## config.mk

```make
export PLATFORM = sky130hd
export DESIGN_NAME = hazard_ctrl_flat
export DESIGN_NICKNAME = d
export VERILOG_FILES = /design/src/rtl/hazard_ctrl_if.sv /design/src/rtl/hazard_ctrl.sv /design/src/flat_wrapper.sv
export SDC_FILE = /design/constraint.sdc
export NUM_CORES = 1
export LEC_CHECK = 0
export CAP_MARGIN = 20
export CORE_ASPECT_RATIO = 1.1
export CORE_MARGIN = 3
export CORE_UTILIZATION = 45
export DETAILED_ROUTE_END_ITERATION = 6
export PLACE_DENSITY_LB_ADDON = 0.08
export SLEW_MARGIN = 10
export SYNTH_ARGS = -nofsm -noshare
export SYNTH_HDL_FRONTEND = slang
export SYNTH_SLANG_ARGS = --single-unit
```

## constraint.sdc

```tcl
create_clock -name clk -period 4.5 [get_ports clk]
set_clock_uncertainty 0.05 [all_clocks]
set_input_delay 0.9 -clock clk [delete_from_list [all_inputs] [get_ports clk]]
set_output_delay 0.9 -clock clk [all_outputs]
set_load 0.02 [all_outputs]
```

## src/rtl/hazard_ctrl_if.sv

```systemverilog
// Pipeline <-> hazard unit signal bundle: register identifiers and control inputs
// from the pipeline, forwarding/stall/flush decisions back to it.
interface hazard_ctrl_if #(
    parameter int CNT_W = 32
);
    logic [4:0]       Rs1D, Rs2D;
    logic [4:0]       Rs1E, Rs2E, RdE;
    logic [1:0]       ResultSrcE;
    logic             PCSrcE;
    logic [4:0]       RdM, RdW;
    logic             RegWriteM, RegWriteW;
    logic             mdu_startE, mdu_done;
    logic [1:0]       ForwardAE, ForwardBE;
    logic             StallF, StallD, StallE;
    logic             FlushD, FlushE, FlushM;
    logic             mdu_err;
    logic [CNT_W-1:0] stall_count;

    modport master (
        output Rs1D, Rs2D, Rs1E, Rs2E, RdE, ResultSrcE, PCSrcE,
        output RdM, RdW, RegWriteM, RegWriteW, mdu_startE, mdu_done,
        input  ForwardAE, ForwardBE, StallF, StallD, StallE,
        input  FlushD, FlushE, FlushM, mdu_err, stall_count
    );

    modport slave (
        input  Rs1D, Rs2D, Rs1E, Rs2E, RdE, ResultSrcE, PCSrcE,
        input  RdM, RdW, RegWriteM, RegWriteW, mdu_startE, mdu_done,
        output ForwardAE, ForwardBE, StallF, StallD, StallE,
        output FlushD, FlushE, FlushM, mdu_err, stall_count
    );
endinterface

```

## src/rtl/hazard_ctrl.sv

```systemverilog
// Hazard unit for a 5-stage RISC-V pipeline: forwarding, load-use stall, branch flush.
// Define HAZARD_CTRL_MDU_EN to add the multi-cycle mul/div hold state with timeout.
module hazard_ctrl #(
    parameter int MDU_TIMEOUT = 64,
    parameter int CNT_W       = 32
) (
    input logic         clk,
    input logic         reset,
    hazard_ctrl_if.slave hz
);
    localparam logic [7:0] TO_LAST = 8'(MDU_TIMEOUT - 1);

    logic             lw_stall;
    logic [1:0]       fwd_a, fwd_b;
    logic             stall_f, stall_d, stall_e;
    logic             flush_d, flush_e, flush_m;
    logic             mdu_err_q;
    logic [CNT_W-1:0] stall_cnt;

    // Memory stage wins over Writeback; x0 is never forwarded.
    function automatic logic [1:0] fwd_sel(
        input logic [4:0] rs,
        input logic [4:0] rd_m,
        input logic       we_m,
        input logic [4:0] rd_w,
        input logic       we_w
    );
        if (we_m && (rd_m != 5'd0) && (rd_m == rs))
            return 2'b10;
        else if (we_w && (rd_w != 5'd0) && (rd_w == rs))
            return 2'b01;
        else
            return 2'b00;
    endfunction

    function automatic logic [CNT_W-1:0] sat_inc(input logic [CNT_W-1:0] v);
        return (&v) ? v : v + CNT_W'(1);
    endfunction

`ifdef HAZARD_CTRL_MDU_EN
    typedef enum logic {
        RUN      = 1'b0,
        MDU_BUSY = 1'b1
    } state_t;

    state_t     state, state_nxt;
    logic [7:0] busy_cnt;
    logic       mdu_err_nxt;

    always_ff @(posedge clk) begin
        if (!reset) begin
            state     <= RUN;
            busy_cnt  <= 8'd0;
            mdu_err_q <= 1'b0;
        end else begin
            state     <= state_nxt;
            mdu_err_q <= mdu_err_nxt;
            // Held at zero in RUN so the first busy cycle sees 0.
            busy_cnt  <= (state == RUN) ? 8'd0 : busy_cnt + 8'd1;
        end
    end
`else
    logic unused_mdu;
    assign unused_mdu = ^{hz.mdu_startE, hz.mdu_done, TO_LAST};
    assign mdu_err_q  = 1'b0;
`endif

    always_comb begin
        lw_stall = (hz.ResultSrcE == 2'b01) && (hz.RdE != 5'd0) &&
                   ((hz.RdE == hz.Rs1D) || (hz.RdE == hz.Rs2D));
        fwd_a   = fwd_sel(hz.Rs1E, hz.RdM, hz.RegWriteM, hz.RdW, hz.RegWriteW);
        fwd_b   = fwd_sel(hz.Rs2E, hz.RdM, hz.RegWriteM, hz.RdW, hz.RegWriteW);
        stall_f = lw_stall;
        stall_d = lw_stall;
        stall_e = 1'b0;
        flush_d = hz.PCSrcE;
        flush_e = lw_stall | hz.PCSrcE;
        flush_m = 1'b0;
`ifdef HAZARD_CTRL_MDU_EN
        state_nxt   = state;
        mdu_err_nxt = 1'b0;
        case (state)
            RUN: begin
                // A taken branch squashes the mul/div in Execute.
                if (hz.mdu_startE && !hz.PCSrcE)
                    state_nxt = MDU_BUSY;
            end
            MDU_BUSY: begin
                if (hz.mdu_done) begin
                    state_nxt = RUN;
                end else begin
                    stall_f = 1'b1;
                    stall_d = 1'b1;
                    stall_e = 1'b1;
                    flush_d = 1'b0;
                    flush_e = 1'b0;
                    flush_m = 1'b1;
                    if (busy_cnt == TO_LAST) begin
                        state_nxt   = RUN;
                        mdu_err_nxt = 1'b1;
                    end
                end
            end
            default: state_nxt = RUN;
        endcase
`endif
        if (!reset) begin
            fwd_a   = 2'b00;
            fwd_b   = 2'b00;
            stall_f = 1'b0;
            stall_d = 1'b0;
            stall_e = 1'b0;
            flush_d = 1'b1;
            flush_e = 1'b1;
            flush_m = 1'b1;
        end
    end

    always_ff @(posedge clk) begin
        if (!reset)
            stall_cnt <= '0;
        else if (stall_f)
            stall_cnt <= sat_inc(stall_cnt);
    end

    assign hz.ForwardAE   = fwd_a;
    assign hz.ForwardBE   = fwd_b;
    assign hz.StallF      = stall_f;
    assign hz.StallD      = stall_d;
    assign hz.StallE      = stall_e;
    assign hz.FlushD      = flush_d;
    assign hz.FlushE      = flush_e;
    assign hz.FlushM      = flush_m;
    assign hz.mdu_err     = mdu_err_q;
    assign hz.stall_count = stall_cnt;
endmodule

```

## src/flat_wrapper.sv

```systemverilog
// flat-port wrapper written by rule: the top's interface ports become plain ports
module hazard_ctrl_flat 
#(
    parameter int MDU_TIMEOUT = 64,
    parameter int CNT_W       = 32
)
  (clk, reset, hz_Rs1D, hz_Rs2D, hz_Rs1E, hz_Rs2E, hz_RdE, hz_ResultSrcE, hz_PCSrcE, hz_RdM, hz_RdW, hz_RegWriteM, hz_RegWriteW, hz_mdu_startE, hz_mdu_done, hz_ForwardAE, hz_ForwardBE, hz_StallF, hz_StallD, hz_StallE, hz_FlushD, hz_FlushE, hz_FlushM, hz_mdu_err, hz_stall_count);
  hazard_ctrl_if #(.CNT_W(CNT_W)) hz_i ();
  input logic clk;
  input logic reset;
  input wire logic [$bits(hz_i.Rs1D)-1:0] hz_Rs1D;
  input wire logic [$bits(hz_i.Rs2D)-1:0] hz_Rs2D;
  input wire logic [$bits(hz_i.Rs1E)-1:0] hz_Rs1E;
  input wire logic [$bits(hz_i.Rs2E)-1:0] hz_Rs2E;
  input wire logic [$bits(hz_i.RdE)-1:0] hz_RdE;
  input wire logic [$bits(hz_i.ResultSrcE)-1:0] hz_ResultSrcE;
  input wire logic [$bits(hz_i.PCSrcE)-1:0] hz_PCSrcE;
  input wire logic [$bits(hz_i.RdM)-1:0] hz_RdM;
  input wire logic [$bits(hz_i.RdW)-1:0] hz_RdW;
  input wire logic [$bits(hz_i.RegWriteM)-1:0] hz_RegWriteM;
  input wire logic [$bits(hz_i.RegWriteW)-1:0] hz_RegWriteW;
  input wire logic [$bits(hz_i.mdu_startE)-1:0] hz_mdu_startE;
  input wire logic [$bits(hz_i.mdu_done)-1:0] hz_mdu_done;
  output wire logic [$bits(hz_i.ForwardAE)-1:0] hz_ForwardAE;
  output wire logic [$bits(hz_i.ForwardBE)-1:0] hz_ForwardBE;
  output wire logic [$bits(hz_i.StallF)-1:0] hz_StallF;
  output wire logic [$bits(hz_i.StallD)-1:0] hz_StallD;
  output wire logic [$bits(hz_i.StallE)-1:0] hz_StallE;
  output wire logic [$bits(hz_i.FlushD)-1:0] hz_FlushD;
  output wire logic [$bits(hz_i.FlushE)-1:0] hz_FlushE;
  output wire logic [$bits(hz_i.FlushM)-1:0] hz_FlushM;
  output wire logic [$bits(hz_i.mdu_err)-1:0] hz_mdu_err;
  output wire logic [$bits(hz_i.stall_count)-1:0] hz_stall_count;
  assign hz_i.Rs1D = hz_Rs1D;
  assign hz_i.Rs2D = hz_Rs2D;
  assign hz_i.Rs1E = hz_Rs1E;
  assign hz_i.Rs2E = hz_Rs2E;
  assign hz_i.RdE = hz_RdE;
  assign hz_i.ResultSrcE = hz_ResultSrcE;
  assign hz_i.PCSrcE = hz_PCSrcE;
  assign hz_i.RdM = hz_RdM;
  assign hz_i.RdW = hz_RdW;
  assign hz_i.RegWriteM = hz_RegWriteM;
  assign hz_i.RegWriteW = hz_RegWriteW;
  assign hz_i.mdu_startE = hz_mdu_startE;
  assign hz_i.mdu_done = hz_mdu_done;
  assign hz_ForwardAE = hz_i.ForwardAE;
  assign hz_ForwardBE = hz_i.ForwardBE;
  assign hz_StallF = hz_i.StallF;
  assign hz_StallD = hz_i.StallD;
  assign hz_StallE = hz_i.StallE;
  assign hz_FlushD = hz_i.FlushD;
  assign hz_FlushE = hz_i.FlushE;
  assign hz_FlushM = hz_i.FlushM;
  assign hz_mdu_err = hz_i.mdu_err;
  assign hz_stall_count = hz_i.stall_count;
  hazard_ctrl #(.MDU_TIMEOUT(MDU_TIMEOUT), .CNT_W(CNT_W)) u_core (.clk(clk), .reset(reset), .hz(hz_i));
endmodule
```

==> reports/results.ini <==
[status]
status=finished, final reports clean

[logic_synthesis]
yosysWarnings=0
synth_area_mm2=0.00211
avgSynthCellArea_um2=8.10
synth_top_cell_by_area=dfxtp_1
yosysTopAreaCellShare_pct=30.3
synth_flop_cell=dfxtp_1
ys_seq_area_share_pct=30.3
synth_async_sr_flop_share_pct=0
synth-seq-cells=32
synth-edff-count=0
netlist_instances=261
synth.distinct_cells=42
netlist_top_cells_area=dfxtp_1, xnor2_1, xor2_1, nand3_1, nand2_1

[floorplanning]
dieArea_mm2=0.00556
core_mm2=0.00441
placementRows=25
die_w_um=71.4
pin_count=87
start_util_pct=47.9
die_height_um=77.9

[cts]
clock_latency_ps=290
cts_tree=built
clkSinkCount=32
clk_pin_slew_ps=70
post_cts_buffers=0
cts_hold_buf=0
cts_buffers=5
cts_htree_levels=2
cts-root-buf=clkbuf_8
cts_resized=0
clock_path_buffers=2

[route]
dr.first_iter.drc_count=91
ant_nets=0
drc=0
via_per_inst=5.51
routed_wl_um=5280
wl_per_cell_um=13.4
firstDrtPassIters=4
dr_total_vias=2175

[power]
power_frac_comb_pct=15.5
p_per_area_mw_per_mm2=214
p_leak_nw=1.00
power.share.clock_pct=41.2
p_int_uw=505
pwr-share-seq_pct=43.3
swShare_pct=22.9
p_sw_uw=150
peakVddDrop_uv=148
power.total_uw=655

[finish]
final_cell_mix=clkdlybuf4s50_1, dfxtp_1, xnor2_1, nand2_1, nand3_1
finalNonFillerCells=395
largest_reg_flops=32
final_cell_area_mm2=0.00306
layout_commonest_cell=clkdlybuf4s50_1
area_delta_synth_final_pct=44.8
fill_cells=374
utilization_pct=69.4
n_antenna_cell=0
drive_gt1_share_pct=3.81
fin_nets=385

[sta]
timing.hold.ws_ps=456
slew_violations=0
fin_crit_ps=4170
fin_ws_ps=333
tns_ps=0
max_slew_margin_pct=46.6
worst_pin_slew_ps=799
clock.fmax_mhz=240
hold_viol=0
setup_violations=0
rsz0062_at_grt=no
fin_crit_sh_pct=92.6

[critical_path]
cp-start-kind=primary input
arrival_ps=3220
worstSetupPathType=in2out
crit_path_end_kind=output port
worstPathMaxFanout=3
cp_slowest_cell=clkdlybuf4s50_1
crit_path_max_incr_delay_ps=660
crit_required_ps=3550
path_cells=clkdlybuf4s50_1 -> or4_1 -> o21ai_0 -> nor4_1 -> nor4_1 -> clkdlybuf4s50_1

[placed_design]
numPortBuffers=82
place_area_mm2=0.00295
placed_cells=387
place_congestion=0.778
place_ws_ps=348
dp_hpwl_um=4110

[job]
cap_violations=0

[global_routing]
grt_first_pass_wirelength_um=8940
antenna_found_initial=0
grt_max_degree=30
first_global_vias=2075
track_usage_pct=19.4
grt_overflow=0

[hold_path]
hp-class=reg2reg

[worst max-delay path, delay by kind of cell]
kind / cells / cell delay [ps]
buffers and inverters: 2 / 1120
AND/OR/NAND/NOR: 3 / 970
AO/OA/AOI/OAI: 1 / 220
[routing by layer]
layer / global-route usage [%] / share of wire [%] / vias to the layer above
li1: - / - / 1106
met1: 23.5 / 44 / 986
met2: 32.4 / 46 / 77
met3: 6.35 / 8.2 / 6
met4: 6.02 / 0.91 / 0
met5: 0 / 0 / -
[worst paths after layout]
path	startpoint	to	slack [ps]	cells after the start
worst min register to register	u_core.hz.stall_count[29]	u_core.hz.stall_count[29]	460	2
worst min-delay path	u_core.hz.stall_count[29]	u_core.hz.stall_count[29]	460	2
worst max register to register	u_core.hz.stall_count[0]	u_core.hz.stall_count[11]	1630	7
worst max-delay path	hz_RdM[0]	hz_ForwardAE[0]	330	6
[power groups by stage]
| stage | Combinational (mW) | Clock (mW) | Sequential (mW) |
|---|---|---|---|
| floorplan | 0.0462 | 0 | 0.290 |
| CTS | 0.103 | 0.274 | 0.284 |
| detailed placement | 0.102 | 0 | 0.290 |
| global placement | 0.100 | 0 | 0.290 |
| global route | 0.110 | 0.290 | 0.283 |
| finish | 0.102 | 0.270 | 0.284 |
[cell families (layout without fill, tap and decap cells)]
kind of cell | after synthesis | in the layout | share of synthesized area, %
simple gates | 117 | 117 | 31.3
compound gates | 46 | 46 | 14.9
xor+xnor | 36 | 36 | 14.9
flops | 32 | 32 | 30.3
buf+inv | 22 | 101 | 4.97
mux | 6 | 6 | 2.84
fa+ha+maj | 1 | 1 | 0.592
other cells | 1 | 2 | 0.177
[synth_stat cells, types with 7 or more instances]
cell type,count
nor2_1,13
dfxtp_1,32
nand3_1,19
a21oi_1,12
or4_1,11
clkbuf_1,7
inv_1,8
nand2b_1,13
nand2_1,23
o31ai_1,11
nor4_1,9
nand4_1,7
xnor2_1,23
xor2_1,13
[layout make-up]
type / count / area [um2] / share of cell area [%]
repair buffers: 85 / 843 / 27.5
multi-input cells: 208 / 1370 / 44.8
well taps: 54 / 67.6 / 2.21
clock inverters: 2 / 35.0 / 1.14
inverters: 8 / 30.0 / 0.981
clock buffers: 6 / 72.6 / 2.37
flip-flops and latches: 32 / 641 / 20.9
No activity file was read; power rests on OpenSTA's default activity.
